==> config.mk <==
export PLATFORM = sky130hd
export DESIGN_NAME = fifo_write_arbiter_flat
export DESIGN_NICKNAME = d
export VERILOG_FILES = /design/src/rtl/fifo_write_arbiter_pkg.sv /design/src/rtl/fifo_write_arbiter_if.sv /design/src/rtl/fifo_write_arbiter_rr_pick.sv /design/src/rtl/fifo_write_arbiter.sv /design/src/flat_wrapper.sv
export SDC_FILE = /design/constraint.sdc
export NUM_CORES = 1
export LEC_CHECK = 0
export CAP_MARGIN = 20
export CORE_UTILIZATION = 40
export DETAILED_ROUTE_END_ITERATION = 7
export PLACE_DENSITY_LB_ADDON = 0.2
export SKIP_CTS_REPAIR_TIMING = 1
export SYNTH_ARGS = -nofsm -noshare
export SYNTH_HDL_FRONTEND = slang
export SYNTH_SLANG_ARGS = --single-unit
==> constraint.sdc <==
create_clock -name CLK -period 5.3 [get_ports CLK]
set_input_delay 1.06 -clock CLK [delete_from_list [all_inputs] [get_ports CLK]]
set_output_delay 1.06 -clock CLK [all_outputs]
set_load 0.005 [all_outputs]
==> src/rtl/fifo_write_arbiter_pkg.sv <==
// Shared definitions for the FIFO and its write-side arbiter, so that widths and
// state encodings agree between the two.
package fifo_write_arbiter_pkg;

   localparam int BITS_DEF = 8;
   localparam int SIZE_DEF = 16;

   typedef enum logic {
      IDLE = 1'b0,
      LOCK = 1'b1
   } state_t;

   function automatic int clog2(input int value);
      int r;
      r = 0;
      while ((1 << r) < value) r++;
      return r;
   endfunction

endpackage

==> src/rtl/fifo_write_arbiter_if.sv <==
// Requester bundle plus the FIFO write port.
// The master side drives requests and the full flag; the arbiter is the slave.
interface fifo_write_arbiter_if
   import fifo_write_arbiter_pkg::*;
#(
   parameter int N    = 4,
   parameter int BITS = BITS_DEF
);

   logic [N-1:0]      REQ;
   logic [N*BITS-1:0] DATA;
   logic [N-1:0]      ACK;
   logic [N-1:0]      GRANT;
   logic              FIFO_WE;
   logic [BITS-1:0]   FIFO_DATA;
   logic              FIFO_FULL;
   logic              BUSY;

   modport master (
      output REQ, DATA, FIFO_FULL,
      input  ACK, GRANT, FIFO_WE, FIFO_DATA, BUSY
   );

   modport slave (
      input  REQ, DATA, FIFO_FULL,
      output ACK, GRANT, FIFO_WE, FIFO_DATA, BUSY
   );

endinterface

==> src/rtl/fifo_write_arbiter_rr_pick.sv <==
// Combinational round-robin picker: the first set request at or above ptr, modulo N.
// Shared with the read-side scheduler.
module fifo_write_arbiter_rr_pick #(
   parameter int N  = 4,
   parameter int PW = 2
) (
   input  logic [N-1:0]  req,
   input  logic [PW-1:0] ptr,
   output logic [PW-1:0] winner,
   output logic          any_valid
);

   logic [PW-1:0] idx;

   // Scan from farthest to nearest, so the nearest match wins the last assignment.
   always_comb begin
      winner    = '0;
      any_valid = 1'b0;
      idx       = '0;
      for (int k = N - 1; k >= 0; k--) begin
         idx = PW'((int'(ptr) + k) % N);
         if (req[idx]) begin
            winner    = idx;
            any_valid = 1'b1;
         end
      end
   end

endmodule

==> src/rtl/fifo_write_arbiter.sv <==
// Round-robin arbiter sharing the FIFO write port among N requesters. A grant covers
// bursts of up to BURST accepted words, with one idle cycle between grants.
module fifo_write_arbiter
   import fifo_write_arbiter_pkg::*;
#(
   parameter int N     = 4,
   parameter int BITS  = BITS_DEF,
   parameter int BURST = 4
) (
   input logic                  CLK,
   input logic                  RESET,
   fifo_write_arbiter_if.slave  bus
);

   localparam int PW = (clog2(N) < 1) ? 1 : clog2(N);
   localparam int CW = (clog2(BURST + 1) < 1) ? 1 : clog2(BURST + 1);
   localparam logic [N-1:0]  ONE      = N'(1);
   localparam logic [PW-1:0] LAST_IDX = PW'(N - 1);
   localparam logic [CW-1:0] CNT_LAST = CW'(BURST - 1);

   state_t        state_q, state_d;
   logic [N-1:0]  grant_q, grant_d;
   logic [PW-1:0] gidx_q, gidx_d;
   logic [PW-1:0] ptr_q, ptr_d;
   logic [CW-1:0] cnt_q, cnt_d;
   logic [PW-1:0] winner;
   logic          any_req;
   logic          req_g;
   logic          acc;
   logic [BITS-1:0] fifo_data;

   fifo_write_arbiter_rr_pick #(.N(N), .PW(PW)) u_pick (
      .req       (bus.REQ),
      .ptr       (ptr_q),
      .winner    (winner),
      .any_valid (any_req)
   );

   // Write path is combinational off the grant registers: no added latency, and
   // FULL gates WE directly rather than relying on the FIFO to ignore it.
   assign req_g = bus.REQ[gidx_q];
   assign acc   = (|grant_q) & req_g & ~bus.FIFO_FULL;

   always_comb begin
      fifo_data = '0;
      for (int i = 0; i < N; i++) begin
         if (gidx_q == PW'(i)) fifo_data = bus.DATA[i*BITS +: BITS];
      end
   end

   assign bus.FIFO_WE   = acc;
   assign bus.ACK       = grant_q & {N{acc}};
   assign bus.FIFO_DATA = fifo_data;
   assign bus.GRANT     = grant_q;
   assign bus.BUSY      = (state_q == LOCK);

   always_comb begin
      state_d = state_q;
      grant_d = grant_q;
      gidx_d  = gidx_q;
      ptr_d   = ptr_q;
      cnt_d   = cnt_q;
      case (state_q)
         IDLE: begin
            if (any_req) begin
               state_d = LOCK;
               grant_d = ONE << winner;
               gidx_d  = winner;
               cnt_d   = '0;
               ptr_d   = (winner == LAST_IDX) ? '0 : winner + PW'(1);
            end
         end
         LOCK: begin
            // A stalled cycle (FULL with request held) leaves everything unchanged.
            if (!req_g || (acc && cnt_q == CNT_LAST)) begin
               state_d = IDLE;
               grant_d = '0;
               gidx_d  = '0;
               cnt_d   = '0;
            end else if (acc) begin
               cnt_d = cnt_q + CW'(1);
            end
         end
         default: begin
            state_d = IDLE;
            grant_d = '0;
            gidx_d  = '0;
            cnt_d   = '0;
         end
      endcase
   end

   always_ff @(posedge CLK or negedge RESET) begin
      if (!RESET) begin
         state_q <= IDLE;
         grant_q <= '0;
         gidx_q  <= '0;
         ptr_q   <= '0;
         cnt_q   <= '0;
      end else begin
         state_q <= state_d;
         grant_q <= grant_d;
         gidx_q  <= gidx_d;
         ptr_q   <= ptr_d;
         cnt_q   <= cnt_d;
      end
   end

endmodule

==> src/flat_wrapper.sv <==
// flat-port wrapper written by rule: the top's interface ports become plain ports
module fifo_write_arbiter_flat import fifo_write_arbiter_pkg::*;
#(
   parameter int N     = 4,
   parameter int BITS  = BITS_DEF,
   parameter int BURST = 4
)
  (CLK, RESET, bus_REQ, bus_DATA, bus_FIFO_FULL, bus_ACK, bus_GRANT, bus_FIFO_WE, bus_FIFO_DATA, bus_BUSY);
  fifo_write_arbiter_if #(.N(N), .BITS(BITS)) bus_i ();
  input logic CLK;
  input logic RESET;
  input wire logic [$bits(bus_i.REQ)-1:0] bus_REQ;
  input wire logic [$bits(bus_i.DATA)-1:0] bus_DATA;
  input wire logic [$bits(bus_i.FIFO_FULL)-1:0] bus_FIFO_FULL;
  output wire logic [$bits(bus_i.ACK)-1:0] bus_ACK;
  output wire logic [$bits(bus_i.GRANT)-1:0] bus_GRANT;
  output wire logic [$bits(bus_i.FIFO_WE)-1:0] bus_FIFO_WE;
  output wire logic [$bits(bus_i.FIFO_DATA)-1:0] bus_FIFO_DATA;
  output wire logic [$bits(bus_i.BUSY)-1:0] bus_BUSY;
  assign bus_i.REQ = bus_REQ;
  assign bus_i.DATA = bus_DATA;
  assign bus_i.FIFO_FULL = bus_FIFO_FULL;
  assign bus_ACK = bus_i.ACK;
  assign bus_GRANT = bus_i.GRANT;
  assign bus_FIFO_WE = bus_i.FIFO_WE;
  assign bus_FIFO_DATA = bus_i.FIFO_DATA;
  assign bus_BUSY = bus_i.BUSY;
  fifo_write_arbiter #(.N(N), .BITS(BITS), .BURST(BURST)) u_core (.CLK(CLK), .RESET(RESET), .bus(bus_i));
endmodule
==> results of run 1 <==
[logic make-up (layout without fill, tap and decap cells)]
| group | after synthesis | in the layout | synth area share |
|---|---|---|---|
| adder cells (fa/ha/maj) | 6 | 6 | 0.0802 |
| AND/OR/NAND/NOR | 19 | 19 | 0.126 |
| flip-flops | 12 | 12 | 0.321 |
| buffers and inverters | 9 | 66 | 0.0454 |
| AO/OA/AOI/OAI | 18 | 18 | 0.156 |
| multiplexers | 11 | 11 | 0.271 |
[power by group]
group | switching (mW) | internal, mW | leakage, nW | total (mW)
clock | 0.0294 | 0.0264 | 0.0138 | 0.0557
sequential | 0.0584 | 0.127 | 0.155 | 0.185
combinational | 0.116 | 0.213 | 0.480 | 0.329
[placed cells by master (no fill, tap or decap)]
cell type,instances
clkdlybuf4s50_1,56
and4_4,1
a31o_2,1
dfrtp_1,12
ha_1,6
nand2_2,1
o2bb2a_1,1
a31o_1,1
and2_2,4
inv_2,1
mux2i_1,1
nand2_4,1
mux4_1,8
a21oi_1,4
nor2_1,6
o21ai_0,2
nand2_1,1
nor4_1,2
inv_1,6
a22o_1,5
nand2b_1,2
a22o_2,2
mux4_2,1
nor3b_1,1
mux2_2,1
a311oi_1,1
o311ai_2,1
clkbuf_4,3
[how the worst max path moves through the flow]
stage,slack (ns),cells after the start,end
floorplan,2.35,4,bus_ACK[0]
global placement,1.38,6,bus_ACK[2]
detailed placement,1.32,6,bus_ACK[1]
CTS,1.32,6,bus_ACK[1]
global route,1.25,6,bus_ACK[1]
finish,1.31,6,bus_ACK[1]
[state kept, by name, indices dropped and copies added, names as in the netlist]
signal            cells
u_core.gidx_q         2
u_core.bus.GRANT      4
u_core.ptr_q          2
u_core.cnt_q          3
u_core.bus.BUSY       1
[area by class of cell]
| cell class | count | area, um2 |
|---|---|---|
| well taps | 28 | 35.0 |
| fillers | 189 | 674 |
| multi-input cells | 54 | 593 |
| repair buffers | 56 | 561 |
| flip-flops and latches | 12 | 300 |
| clock buffers | 3 | 22.5 |
| inverters | 7 | 26.3 |
[metal layers]
layer / track usage / up-vias
li1: - / 414
met3: 0.0545 / 5
met2: 0.367 / 11
met1: 0.243 / 419
met4: 0.0833 / 0
met5: 0 / -
[stage by stage]
step / cell area, um2 / total power [mW] / cells
2_1_floorplan: 936 / 0.357 / 75
3_3_place_gp: 1520 / 0.511 / 157
3_5_place_dp: 1520 / 0.518 / 157
4_1_cts: 1540 / 0.577 / 160
5_1_grt: 1540 / 0.611 / 160
6_report: 1540 / 0.570 / 160
==> insert_results.sql, run 1 <==
INSERT INTO impl_metrics (metric_group, metric, value, unit) VALUES
('clocking', 'clock_path_buffers', '2', ''),
('logic_synthesis', 'post-synth-top-count-cell', 'dfrtp_1', ''),
('place', 'routabilityCongestion', '0.739', ''),
('critical_path', 'cp_data_required_time', '4.24', 'ns'),
('worst_hold_path', 'worst_hold_path.num_cells', '1', ''),
('global_route', 'grt_use_total', '0.210', ''),
('critical_path', 'r2r_setup_slack', '3.32', 'ns'),
('sta', 'timing.final.setup_violations', '0', ''),
('logic_synthesis', 'area_of_the_mapped_netlist', '936', 'um2'),
('floorplanning', 'fp-row-count', '17', ''),
('logic_synthesis', 'synth_seq_cells', '12', ''),
('drt', 'via_count', '849', ''),
('floorplanning', 'die_y', '50.4', 'um'),
('clocking', 'ctsRootBufferMaster', 'clkbuf_4', ''),
('sta', 'fin_hold_ws', '0.538', 'ns'),
('critical_path', 'cp_max_fo', '9', ''),
('place', 'hpwl', '1.90', 'mm'),
('sta', 'min_period', '3.99', 'ns'),
('global_route', 'antenna_found_initial', '0', ''),
('sta', 'timing.setup.tns', '0', 'ns'),
('logic_synthesis', 'async_reset_ff_frac', '1.00', ''),
('sta', 'slew_limit_fails', '0', ''),
('sta', 'timing_worst_slew_pin_value', '0.626', 'ns'),
('run_status', 'status', 'finished clean', ''),
('critical_path', 'timing.critical_path.mode_cell', 'clkdlybuf4s50_1', ''),
('drt', 'final_antenna_net_count', '0', ''),
('sta', 'slew_headroom', '0.580', ''),
('logic_synthesis', 'synth_top_area_frac', '0.321', ''),
('sta', 'final.setup_skew', '0.00200', 'ns'),
('sta', 'report.final.hold_viol_count', '0', ''),
('logic_synthesis', 'post_synth_most_frequent_cells', 'dfrtp_1, mux4_1, ha_1, inv_1, nor2_1', ''),
('logic_synthesis', 'synth.net_count', '120', ''),
('layout', 'design.final.nets', '179', ''),
('drt', 'totalWireLength', '2.39', 'mm'),
('sta', 'clock.fmax', '251', 'MHz'),
('logic_synthesis', 'synth_area_leaders', 'dfrtp_1, mux4_1, ha_1, a22o_1, and2_2', ''),
('sta', 'setup_slack', '1.31', 'ns'),
('floorplanning', 'die_w', '50.4', 'um'),
('drt', 'met3RoutedLength', '60', 'um'),
('critical_path', 'slowest_delay', '0.54', 'ns'),
('drt', 'drc_errors', '0', ''),
('drt', 'first_drt_iteration_drcs', '7', ''),
('power_and_ir_drop', 'vdd_ir_drop_max', '0.256', 'mV'),
('critical_path', 'count_of_cells_along_the_worst_register_to_register_path', '5', ''),
('clocking', 'cts_num_sinks', '12', ''),
('logic_synthesis', 'netlist-cell-type-count', '28', ''),
('global_route', 'grt_max_degree', '13', ''),
('logic_synthesis', 'syn_inst', '75', ''),
('clocking', 'clk_pin_slew', '0.07', 'ns'),
('critical_path', 'cp.arrival', '2.93', 'ns'),
('logic_synthesis', 'fraction_of_the_yosys_area_taken_by_sequential_cells', '0.321', ''),
('critical_path', 'setup.worst_path.class', 'input port to output port', ''),
('sta', 'post-route-period-util', '0.752', ''),
('critical_path', 'timing.rr.end', 'u_core.ptr_q[1]', ''),
('critical_path', 'cp-start-kind', 'input port', ''),
('drt', 'top_layer', 'met4', ''),
('place', 'preCtsSetupSlack', '1.32', 'ns'),
('place', 'placement.io_buffers', '56', ''),
('global_route', 'grt_pass1_wl', '3.84', 'mm'),
('critical_path', 'critical_path.startpoint', 'bus_REQ[0]', ''),
('critical_path', 'crit_path_end_kind', 'output port', ''),
('logic_synthesis', 'synth_enable_flop_cells', '0', ''),
('drt', 'met2_wirelength', '1.33', 'mm'),
('drt', 'drt-wirelength-per-cell', '14.9', 'um'),
('clocking', 'worstSkewPairLatency', '0.27', 'ns'),
('floorplanning', 'initial_utilization', '0.423', ''),
('floorplanning', 'design.die.area', '2540', 'um2'),
('global_route', 'grt_overflow', '0', ''),
('layout', 'diodes', '0', ''),
('drt', 'drt-vias-per-instance', '5.31', ''),
('global_route', 'via_count_of_the_first_global_routing_pass', '797', '');
(Power assumes the default switching activity.)
==> run 2: changes to the inputs <==
Settings changed: CORE_UTILIZATION 40 to 33.
Clock period 5.3 ns to 3.3 ns, I/O delays scaled along.
==> insert_results.sql, run 2 (same netlist as run 1, synthesis figures left out) <==
INSERT INTO impl_metrics (metric_group, metric, value, unit) VALUES
('global_route', 'grt_use_total', '0.172', ''),
('critical_path', 'path_depth', '6', ''),
('power_and_ir_drop', 'vdd_ir_drop_max', '0.434', 'mV'),
('power_and_ir_drop', 'total_power', '0.953', 'mW'),
('clocking', 'cts_made_buffers', '3', ''),
('critical_path', 'cp_data_required_time', '2.64', 'ns'),
('power_and_ir_drop', 'cellPowerDensity', '607', 'nW/um2'),
('global_route', 'antenna_found_initial', '0', ''),
('clocking', 'cts.htree.levels', '1', ''),
('floorplanning', 'die_w', '55.3', 'um'),
('critical_path', 'crit_path_end', 'bus_ACK[0]', ''),
('drt', 'final_antenna_net_count', '0', ''),
('clocking', 'clk_pin_slew', '0.08', 'ns'),
('floorplanning', 'fp-row-count', '18', ''),
('drt', 'drc_errors', '0', ''),
('clocking', 'cts_num_sinks', '12', ''),
('layout', 'area_delta_synth_final', '67.6', '%'),
('sta', 'timing_worst_slew_pin_value', '0.587', 'ns'),
('critical_path', 'cp-start-kind', 'input port', ''),
('floorplanning', 'fp.coreArea', '2570', 'um2'),
('sta', 'timing.final.setup_violations', '0', ''),
('sta', 'timing.setup.tns', '0', 'ns'),
('drt', 'drt-wirelength-per-cell', '15.1', 'um'),
('critical_path', 'timing.rr.end', 'u_core.cnt_q[0]', ''),
('floorplanning', 'pin_count', '57', ''),
('critical_path', 'path_cells', 'clkdlybuf4s50_1 > mux4_2 > nand2_2 > inv_2 > and2_2 > clkdlybuf4s50_1', ''),
('drt', 'drt-vias-per-instance', '5.21', ''),
('global_route', 'grt_pass1_wl', '4.08', 'mm'),
('sta', 'clock.fmax', '318', 'MHz'),
('critical_path', 'critical_path.startpoint', 'bus_REQ[1]', ''),
('sta', 'post-route-period-util', '0.953', ''),
('clocking', 'cts_tree', 'built', ''),
('worst_hold_path', 'type_of_the_worst_min_delay_path', 'flop to flop', ''),
('layout', 'diodes', '0', ''),
('sta', 'min_period', '3.14', 'ns'),
('place', 'place_inst', '161', ''),
('clocking', 'ctsRootBufferMaster', 'clkbuf_4', ''),
('clocking', 'clock_path_buffers', '2', ''),
('sta', 'report.final.hold_viol_count', '0', ''),
('critical_path', 'setup.worst_path.class', 'input port to output port', ''),
('critical_path', 'cp_max_fo', '9', ''),
('sta', 'slew_headroom', '0.607', ''),
('global_route', 'grt_max_degree', '13', ''),
('critical_path', 'timing.critical_path.mode_cell', 'clkdlybuf4s50_1', ''),
('layout', 'largest_register_ff_count', '4', ''),
('floorplanning', 'design.die.area', '3050', 'um2'),
('critical_path', 'crit_path_end_kind', 'output port', ''),
('place', 'placement.io_buffers', '56', ''),
('layout', 'design.final.nets', '181', ''),
('global_route', 'via_count_of_the_first_global_routing_pass', '875', ''),
('run_status', 'status', 'finished clean', ''),
('place', 'hpwl', '2.05', 'mm'),
('clocking', 'worstSkewPairLatency', '0.28', 'ns'),
('drt', 'dr.pass1.iters', '2', ''),
('layout', 'mostFrequentLayoutCells', 'clkdlybuf4s50_1, dfrtp_1, mux4_1', ''),
('critical_path', 'cp.arrival', '2.48', 'ns'),
('layout', 'post_route_cells_drive_above_1_share', '0.148', ''),
('critical_path', 'worstReg2RegStart', 'u_core.gidx_q[1]', ''),
('floorplanning', 'initial_utilization', '0.365', ''),
('place', 'routabilityCongestion', '0.753', ''),
('critical_path', 'timing.critical_path.slowest_stage_cell', 'mux4_2', ''),
('sta', 'setup_slack', '0.156', 'ns'),
('critical_path', 'worstPathBufferInverterCount', '3', ''),
('critical_path', 'r2r_setup_slack', '1.47', 'ns'),
('layout', 'finalNonFillerCells', '165', ''),
('sta', 'final.setup_skew', '0.00260', 'ns'),
('sta', 'slew_limit_fails', '0', ''),
('drt', 'first_drt_iteration_drcs', '15', ''),
('run', 'drv_cap', '0', ''),
('critical_path', 'count_of_cells_along_the_worst_register_to_register_path', '4', ''),
('sta', 'rsz0062_at_grt', 'false', ''),
('drt', 'totalWireLength', '2.49', 'mm'),
('critical_path', 'slowest_delay', '0.53', 'ns'),
('power_and_ir_drop', 'leakage', '0.666', 'nW'),
('critical_path', 'gate_family_responsible_for_the_most_delay_along_the_worst_path', 'buffers and inverters', ''),
('place', 'preCtsSetupSlack', '0.146', 'ns'),
('global_route', 'grt_overflow', '0', ''),
('drt', 'via_count', '859', ''),
('layout', 'most_frequent_standard_cell_in_the_layout_excluding_fill_and_tap_cells', 'clkdlybuf4s50_1', ''),
('floorplanning', 'die_y', '55.3', 'um'),
('sta', 'fin_hold_ws', '0.521', 'ns');
[run 2: cell count changes in the layout (fill, tap and decap cells not counted)]
cell,delta
buf_4,+2
clkbuf_8,+1
[run 2: worst min path at each step]
stage,endpoint,slack [ns],depth (start not counted),from
2_1_floorplan,u_core.bus.BUSY,0.36,0,RESET
3_3_place_gp,u_core.cnt_q[1],0.51,1,u_core.cnt_q[1]
3_5_place_dp,u_core.cnt_q[1],0.51,1,u_core.cnt_q[1]
4_1_cts,u_core.cnt_q[1],0.53,1,u_core.cnt_q[1]
5_1_grt,u_core.cnt_q[1],0.56,1,u_core.cnt_q[1]
6_report,u_core.cnt_q[1],0.52,1,u_core.cnt_q[1]
[run 2: power breakdown]
group / switching [mW] / leakage (nW) / internal (mW)
Sequential: 0.0892 / 0.155 / 0.204
Combinational: 0.193 / 0.490 / 0.349
Clock: 0.0514 / 0.0210 / 0.0671
[run 2: final cells by class]
cell class              instances  area (um2)
repair buffers                 58         576
flip-flops and latches         12         300
well taps                      30        37.5
clock buffers                   4        36.3
fillers                       224         998
multi-input cells              54         593
inverters                       7        26.3
[run 2: routing by layer]
layer  up-vias  track usage  wire length (um)
met3         2       0.0422               112
li1        421            -                 -
met2        26        0.356              1450
met4         0       0.0321                15
met5         -            0                 0
met1       410        0.166               907
[run 2: stage by stage]
step / area (um2) / util
after detailed placement: 1530 / 0.597
after global placement: 1530 / 0.597
final: 1570 / 0.611
after CTS: 1570 / 0.611
after floorplan: 936 / -
after global routing: 1570 / 0.611
